### src/rtl/rom_loader_pkg.sv
`default_nettype none
// ============================================================================
// Module      : rom_loader_pkg
// Description : Shared types and constants for the ROM download loader.
//               The FSM state enum, the default address regions, the download
//               stream indexes and an address region helper.
// Revision    : 1.0 - initial release
// ============================================================================
package rom_loader_pkg;

  typedef enum logic [1:0] {
    ST_IDLE     = 2'd0,
    ST_ISSUE    = 2'd1,
    ST_WAIT_ACK = 2'd2
  } state_e;

  localparam logic [24:0] SP_BASE_DEF   = 25'h30000;
  localparam logic [24:0] PROM_BASE_DEF = 25'hA0000;
  localparam logic [24:0] PROM_END_DEF  = 25'hA0920;

  localparam logic [7:0] IDX_ROM = 8'd0;
  localparam logic [7:0] IDX_MOD = 8'd1;

  // Half-open region test: lo <= a < hi
  function automatic logic in_region(input logic [24:0] a,
                                     input logic [24:0] lo,
                                     input logic [24:0] hi);
    return (a >= lo) && (a < hi);
  endfunction

endpackage
`default_nettype wire

### src/rtl/toggle_port.sv
`default_nettype none
// ============================================================================
// Module      : toggle_port
// Description : Toggle-handshake request holder for one SDRAM port. A fire
//               pulse flips req; done is high whenever ack has caught up.
// Revision    : 1.0 - initial release
// ============================================================================
module toggle_port (
  input  logic clk,
  input  logic rst_n,
  input  logic fire,
  input  logic ack,
  output logic req,
  output logic done
);

  logic req_q;
  logic req_d;

  // Next request level: flip on fire, otherwise hold
  always_comb begin
    req_d = req_q;
    if (fire) begin
      req_d = ~req_q;
    end
  end

  // Request register
  always_ff @(posedge clk or negedge rst_n) begin
    if (!rst_n) begin
      req_q <= 1'b0;
    end else begin
      req_q <= req_d;
    end
  end

  assign req  = req_q;
  assign done = (req_q == ack);

endmodule
`default_nettype wire

### src/rtl/rom_loader.sv
`default_nettype none
// ============================================================================
// Module      : rom_loader
// Description : Moves HPS download bytes into SDRAM through two toggle
//               handshake ports (port2 mirrors the sprite region), pulses
//               PROM writes for the colour/height region, latches the
//               core_mod byte and flags completed ROM downloads.
//               Optional macro ROMLOAD_TIMEOUT_EN adds an ack timeout and
//               the sticky dl_err output.
// Revision    : 1.0 - initial release
// ============================================================================
module rom_loader
  import rom_loader_pkg::*;
#(
  parameter logic [24:0] SP_BASE   = SP_BASE_DEF,
  parameter logic [24:0] PROM_BASE = PROM_BASE_DEF,
  parameter logic [24:0] PROM_END  = PROM_END_DEF
) (
  input  logic        clk_sys,
  input  logic        reset_n,
  input  logic        ioctl_download,
  input  logic [7:0]  ioctl_index,
  input  logic        ioctl_wr,
  input  logic [24:0] ioctl_addr,
  input  logic [7:0]  ioctl_dout,
  output logic        ioctl_wait,
  output logic        port1_req,
  input  logic        port1_ack,
  output logic [22:0] port1_a,
  output logic        port2_req,
  input  logic        port2_ack,
  output logic [22:0] port2_a,
  output logic [1:0]  sdr_ds,
  output logic [15:0] sdr_d,
  output logic        sdr_we,
  output logic        prom_wr,
  output logic [11:0] prom_addr,
  output logic [7:0]  prom_data,
  output logic [7:0]  core_mod,
`ifdef ROMLOAD_TIMEOUT_EN
  output logic        dl_err,
`endif
  output logic        rom_loaded
);

  // Registered copies of the HPS inputs; the strobe edge is detected on these
  logic        in_wr_q, in_dl_q;
  logic [7:0]  in_idx_q, in_dout_q;
  logic [24:0] in_addr_q;

  state_e      state_q, state_d;
  logic        wr_prev_q, act_prev_q;
  logic        wait_q, wait_d;
  logic        use_p2_q, use_p2_d;
  logic        prom_wr_q, prom_wr_d;
  logic [11:0] prom_addr_q, prom_addr_d;
  logic [7:0]  prom_data_q, prom_data_d;
  logic [22:0] port1_a_q, port1_a_d;
  logic [22:0] port2_a_q, port2_a_d;
  logic [1:0]  sdr_ds_q, sdr_ds_d;
  logic [15:0] sdr_d_q, sdr_d_d;
  logic [7:0]  core_mod_q, core_mod_d;
  logic        rom_loaded_q, rom_loaded_d;
`ifdef ROMLOAD_TIMEOUT_EN
  logic [11:0] tmo_cnt_q, tmo_cnt_d;
  logic        dl_err_q, dl_err_d;
`endif

  logic        w_rise, w_act_now, w_fire1, w_fire2;
  logic        w_p1_done, w_p2_done, w_all_done;
  logic [24:0] w_sp_off, w_prom_off;
  logic        w_unused_bits;

  assign w_rise     = in_wr_q & ~wr_prev_q;
  assign w_act_now  = in_dl_q & (in_idx_q == IDX_ROM);
  assign w_sp_off   = in_addr_q - SP_BASE;
  assign w_prom_off = in_addr_q - PROM_BASE;
  assign w_all_done = w_p1_done & (~use_p2_q | w_p2_done);
  assign w_unused_bits = &{1'b0, w_sp_off[24], w_sp_off[0], w_prom_off[24:12]};

  toggle_port u_port1 (
    .clk   (clk_sys),
    .rst_n (reset_n),
    .fire  (w_fire1),
    .ack   (port1_ack),
    .req   (port1_req),
    .done  (w_p1_done)
  );

  toggle_port u_port2 (
    .clk   (clk_sys),
    .rst_n (reset_n),
    .fire  (w_fire2),
    .ack   (port2_ack),
    .req   (port2_req),
    .done  (w_p2_done)
  );

  // Next-state, capture and handshake control
  always_comb begin
    state_d      = state_q;
    wait_d       = wait_q;
    use_p2_d     = use_p2_q;
    prom_wr_d    = 1'b0;
    prom_addr_d  = prom_addr_q;
    prom_data_d  = prom_data_q;
    port1_a_d    = port1_a_q;
    port2_a_d    = port2_a_q;
    sdr_ds_d     = sdr_ds_q;
    sdr_d_d      = sdr_d_q;
    core_mod_d   = core_mod_q;
    rom_loaded_d = rom_loaded_q | (act_prev_q & ~w_act_now);
    w_fire1      = 1'b0;
    w_fire2      = 1'b0;
`ifdef ROMLOAD_TIMEOUT_EN
    tmo_cnt_d    = 12'd0;
    dl_err_d     = dl_err_q;
`endif

    // core_mod byte is independent of the SDRAM path
    if (w_rise && (in_idx_q == IDX_MOD) && (in_addr_q == 25'd0)) begin
      core_mod_d = in_dout_q;
    end

    case (state_q)
      ST_IDLE: begin
        if (w_rise && in_dl_q && (in_idx_q == IDX_ROM)) begin
          state_d   = ST_ISSUE;
          wait_d    = 1'b1;
          use_p2_d  = (in_addr_q >= SP_BASE);
          port1_a_d = in_addr_q[23:1];
          port2_a_d = w_sp_off[23:1];
          sdr_ds_d  = {in_addr_q[0], ~in_addr_q[0]};
          sdr_d_d   = {in_dout_q, in_dout_q};
          if (in_region(in_addr_q, PROM_BASE, PROM_END)) begin
            prom_wr_d   = 1'b1;
            prom_addr_d = w_prom_off[11:0];
            prom_data_d = in_dout_q;
          end
        end
      end
      ST_ISSUE: begin
        w_fire1 = 1'b1;
        w_fire2 = use_p2_q;
        state_d = ST_WAIT_ACK;
      end
      ST_WAIT_ACK: begin
        if (w_all_done) begin
          state_d = ST_IDLE;
          wait_d  = 1'b0;
        end
`ifdef ROMLOAD_TIMEOUT_EN
        else if (tmo_cnt_q == 12'd4094) begin
          state_d  = ST_IDLE;
          wait_d   = 1'b0;
          dl_err_d = 1'b1;
        end else begin
          tmo_cnt_d = tmo_cnt_q + 12'd1;
        end
`endif
      end
      default: begin
        state_d = ST_IDLE;
        wait_d  = 1'b0;
      end
    endcase
  end

  // State and datapath registers
  always_ff @(posedge clk_sys or negedge reset_n) begin
    if (!reset_n) begin
      in_wr_q      <= 1'b0;
      in_dl_q      <= 1'b0;
      in_idx_q     <= 8'd0;
      in_addr_q    <= 25'd0;
      in_dout_q    <= 8'd0;
      state_q      <= ST_IDLE;
      wr_prev_q    <= 1'b0;
      act_prev_q   <= 1'b0;
      wait_q       <= 1'b0;
      use_p2_q     <= 1'b0;
      prom_wr_q    <= 1'b0;
      prom_addr_q  <= 12'd0;
      prom_data_q  <= 8'd0;
      port1_a_q    <= 23'd0;
      port2_a_q    <= 23'd0;
      sdr_ds_q     <= 2'd0;
      sdr_d_q      <= 16'd0;
      core_mod_q   <= 8'h00;
      rom_loaded_q <= 1'b0;
`ifdef ROMLOAD_TIMEOUT_EN
      tmo_cnt_q    <= 12'd0;
      dl_err_q     <= 1'b0;
`endif
    end else begin
      in_wr_q      <= ioctl_wr;
      in_dl_q      <= ioctl_download;
      in_idx_q     <= ioctl_index;
      in_addr_q    <= ioctl_addr;
      in_dout_q    <= ioctl_dout;
      state_q      <= state_d;
      wr_prev_q    <= in_wr_q;
      act_prev_q   <= w_act_now;
      wait_q       <= wait_d;
      use_p2_q     <= use_p2_d;
      prom_wr_q    <= prom_wr_d;
      prom_addr_q  <= prom_addr_d;
      prom_data_q  <= prom_data_d;
      port1_a_q    <= port1_a_d;
      port2_a_q    <= port2_a_d;
      sdr_ds_q     <= sdr_ds_d;
      sdr_d_q      <= sdr_d_d;
      core_mod_q   <= core_mod_d;
      rom_loaded_q <= rom_loaded_d;
`ifdef ROMLOAD_TIMEOUT_EN
      tmo_cnt_q    <= tmo_cnt_d;
      dl_err_q     <= dl_err_d;
`endif
    end
  end

  assign ioctl_wait = wait_q;
  assign port1_a    = port1_a_q;
  assign port2_a    = port2_a_q;
  assign sdr_ds     = sdr_ds_q;
  assign sdr_d      = sdr_d_q;
  assign sdr_we     = w_act_now;
  assign prom_wr    = prom_wr_q;
  assign prom_addr  = prom_addr_q;
  assign prom_data  = prom_data_q;
  assign core_mod   = core_mod_q;
  assign rom_loaded = rom_loaded_q;
`ifdef ROMLOAD_TIMEOUT_EN
  assign dl_err     = dl_err_q;
`endif

endmodule
`default_nettype wire

### config.mk
export PLATFORM = sky130hd
export DESIGN_NAME = rom_loader
export DESIGN_NICKNAME = d
export VERILOG_FILES = /design/src/rtl/rom_loader_pkg.sv /design/src/rtl/toggle_port.sv /design/src/rtl/rom_loader.sv
export SDC_FILE = /design/constraint.sdc
export NUM_CORES = 1
export LEC_CHECK = 0
export CORE_ASPECT_RATIO = 0.7
export CORE_UTILIZATION = 35
export DETAILED_ROUTE_END_ITERATION = 10
export GPL_TIMING_DRIVEN = 0
export PLACE_DENSITY = 0.71
export SYNTH_ARGS = -nofsm -noshare
export SYNTH_HDL_FRONTEND = slang
export SYNTH_SLANG_ARGS = --single-unit
### constraint.sdc
create_clock -name clk_sys -period 1.9 [get_ports clk_sys]
set_input_delay 0.38 -clock clk_sys [delete_from_list [all_inputs] [get_ports clk_sys]]
set_output_delay 0.38 -clock clk_sys [all_outputs]
set_load 0.005 [all_outputs]
==> flow_metrics.tcl <==
set metrics [dict create \
    setup.worst_path.class "flip-flop to flip-flop" \
    grt_pass1_wl_mm 17.3 \
    slowest_delay_ns 0.41 \
    ir_drop_uv 592 \
    worstPathRequired_ns 2.19 \
    final_core_util_pct 57.7 \
    syn2layout_area_growth_pct 56.8 \
    detail_route.wl_per_cell_um 16.4 \
    fp-row-count 34 \
    grt_max_degree 69 \
    start_util_pct 36.8 \
    finalWorstSetupSlack_ns -0.109 \
    post-route-period-util_pct 106 \
    layout.nets 535 \
    cts.sinks 122 \
    drive_gt1_share_pct 33.4 \
    synth_area_per_cell_um2 15.5 \
    slowest_stage "dfrtp_2" \
    cts_max_level 4 \
    place_hpwl_mm 7.33 \
    core_area_um2 12800 \
    viasPerCell 4.54 \
    grt_usage_pct 16.8 \
    p_per_area_nw_per_um2 823 \
    dp_slack_ns -0.652 \
    vias 2993 \
    worstPathMaxFanout 10 \
    root_buffer "clkbuf_16" \
    timing.max_cap.violations 0 \
    ant_nets 0 \
    fin_setup_tns_ns -3.69 \
    hold_viol 0 \
    placed_area_um2 6380 \
    fin_skew_ns 0.00704 \
    port-buffer-count 144 \
    grt_remaining_overflow 0 \
    synth_top_flop_cell "dfrtp_1" \
    drt_wl_total_mm 10.8 \
    placedCellCount 610 \
    n_fill_cell 1020 \
    drv_slew 0 \
    stdcell_area_um2 7360 \
    worst_slew_pin_slew_ns 0.512 \
    outcome "complete, but fails checks" \
    cts_buffer_depth 2 \
    cellLeakagePower_nw 3.46 \
    finalSetupViolCount 51 \
    yosys_warnings 0 \
    synth_edf_count 0 \
    p_total_mw 6.06 \
    num_io_pins 145 \
    hp-class "primary input to flip-flop" \
    final_cells 659 \
    grt_use_met3_pct 5.88 \
    period_minus_slack_ns 2.01 \
    synth_top_area_share_pct 65.0 \
    ys_types 38 \
    cp-start-kind "flip-flop" \
    use_met2_pct 24.8 \
    antenna_found_initial 0 \
    holdWs_ns 0.407 \
    seq_area_frac_synth_pct 65.0 \
    path_clk_slew_ns 0.05 \
    violations "setup timing" \
    use_met1_pct 22.6 \
    worst-endpoint-arrival_ns 2.30 \
    async_reset_ff_share_pct 100 \
    worstPathCellList "or3_4 -> nand4b_4 -> o31ai_4 -> nand4_2 -> buf_6 -> mux2_4" \
    dieWidth_um 140 \
    grt.busiest_layer "met2" \
    grt_pass1_vias 3246 \
    end_kind "flip-flop" \
    ys_ff_latch 122 \
    synth_common_cells "dfrtp_1, mux2_4, buf_4, mux2_2" \
    syn_area_um2 4690 \
    cts_tree "done" \
    yosysMostFrequentCell "dfrtp_1" \
    rsz0062_at_grt "true" \
    dieHeight_um 98.9 \
    drc 0 \
    synth_nets 353 \
    relSlewSlack_pct 65.9 \
    globalplace.congestion 0.741 \
    drt_iter0_drc 106 \
    synth_top_area_cell "dfrtp_1" \
    clk_latency_ns 0.41 \
    dr.pass1.iters 4 \
    syn-instance-count 303 \
    ys_top_cells_by_area "dfrtp_1, mux2_4, mux2_2" \
    antenna_cells 0 \
    design.die.area_um2 13900 \
    fmax_ghz 0.498 \
    cts_made_buffers 17 \
]
-- report_power, final --
part	total [mW]	leakage [nW]	switching [mW]	internal, mW
logic	0.302	1.58	0.122	0.181
clock network	3.03	0.277	1.09	1.94
registers	2.73	1.60	0.0606	2.67
-- worst max-delay path, delay by kind of cell, from the launching register on --
kind,cells,cell delay [ns]
simple gates,3,0.75
mux,1,0.30
compound gates,1,0.23
flops,1,0.41
buf+inv,1,0.20
-- per-layer routing --
layer / share of wire (%) / vias to the layer above / wire length [µm]
li1: - / 1386 / -
met1: 48 / 1504 / 5200
met2: 45 / 91 / 4920
met3: 5.6 / 12 / 610
met4: 0.95 / 0 / 103
met5: 0 / - / 0
-- cell type report --
cell class	instances	area [µm²]	area share, %
flip-flops and latches	122	3050	41.5
repair buffers	164	1690	23.0
multi-input cells	145	1580	21.4
clock buffers	22	454	6.17
plain buffers	31	268	3.64
well taps	162	203	2.75
clock inverters	9	98.8	1.34
inverters	4	15.0	0.204
-- cell usage in the layout (no fill, tap or decap), drive strengths merged --
cell type,Yosys,routed
nand3,2,2
nor3,6,6
nor2b,1,1
dfrtp,122,122
o21bai,1,1
o31ai,1,1
a21oi,4,4
nand2b,3,3
o211ai,1,1
nand4b,1,1
bufinv,0,2
clkbuf,3,25
and3,1,1
nand4,2,2
ha,3,3
inv,4,4
o22a,1,1
xor2,4,4
mux2,61,61
nor4,6,6
nor2,10,10
and4,1,1
xnor2,6,6
o21ai,11,11
clkinv,0,7
dlygate4sd3,0,1
nand3b,4,4
nand2,11,11
nor3b,1,1
or3,3,3
buf,29,49
clkdlybuf4s50,0,142
-- sequential cells by signal, indices dropped and copies added, names as in the netlist, 2 cells and up --
name / count
in_dout_q: 8
prom_data: 8
core_mod: 8
in_idx_q: 8
in_addr_q: 25
sdr_d: 8
state_q: 2
port2_a: 8
sdr_ds: 2
prom_addr: 12
port1_a: 23
-- path summary, 6_finish.rpt --
path	from	endpoint	slack, ns	depth (start not counted)
setup / recovery	in_addr_q[20]	prom_data[7]	-0.11	6
hold / removal	ioctl_addr[20]	in_addr_q[20]	0.41	1
setup reg to reg	in_addr_q[20]	prom_data[7]	-0.11	6
hold reg to reg	in_wr_q	wr_prev_q	0.44	0
max in group asynchronous	reset_n	port1_a[2]	0.70	3
min in group asynchronous	reset_n	in_idx_q[6]	0.50	2
-- cells by family after synthesis --
family	after synthesis	share of synthesized area, %
AO/OA/AOI/OAI	19	2.56
XOR/XNOR	10	1.87
adder cells (fa/ha/maj)	3	0.800
buffers and inverters	36	5.54
flip-flops	122	65.0
multiplexers	61	17.0
AND/OR/NAND/NOR	52	7.17
-- what timing repair did --
| item | in CTS | in global routing |
|---|---|---|
| setup endpoints to repair | 70 | 71 |
| gates cloned | 1 | 1 |
| setup buffers | 12 | 4 |
| hold endpoints to repair | 54 | 0 |
| hold buffers | 1 | 0 |
| resized for setup | 45 | 25 |
| pin swaps | 7 | 12 |
Note: power is estimated with default switching activity, not from simulation.
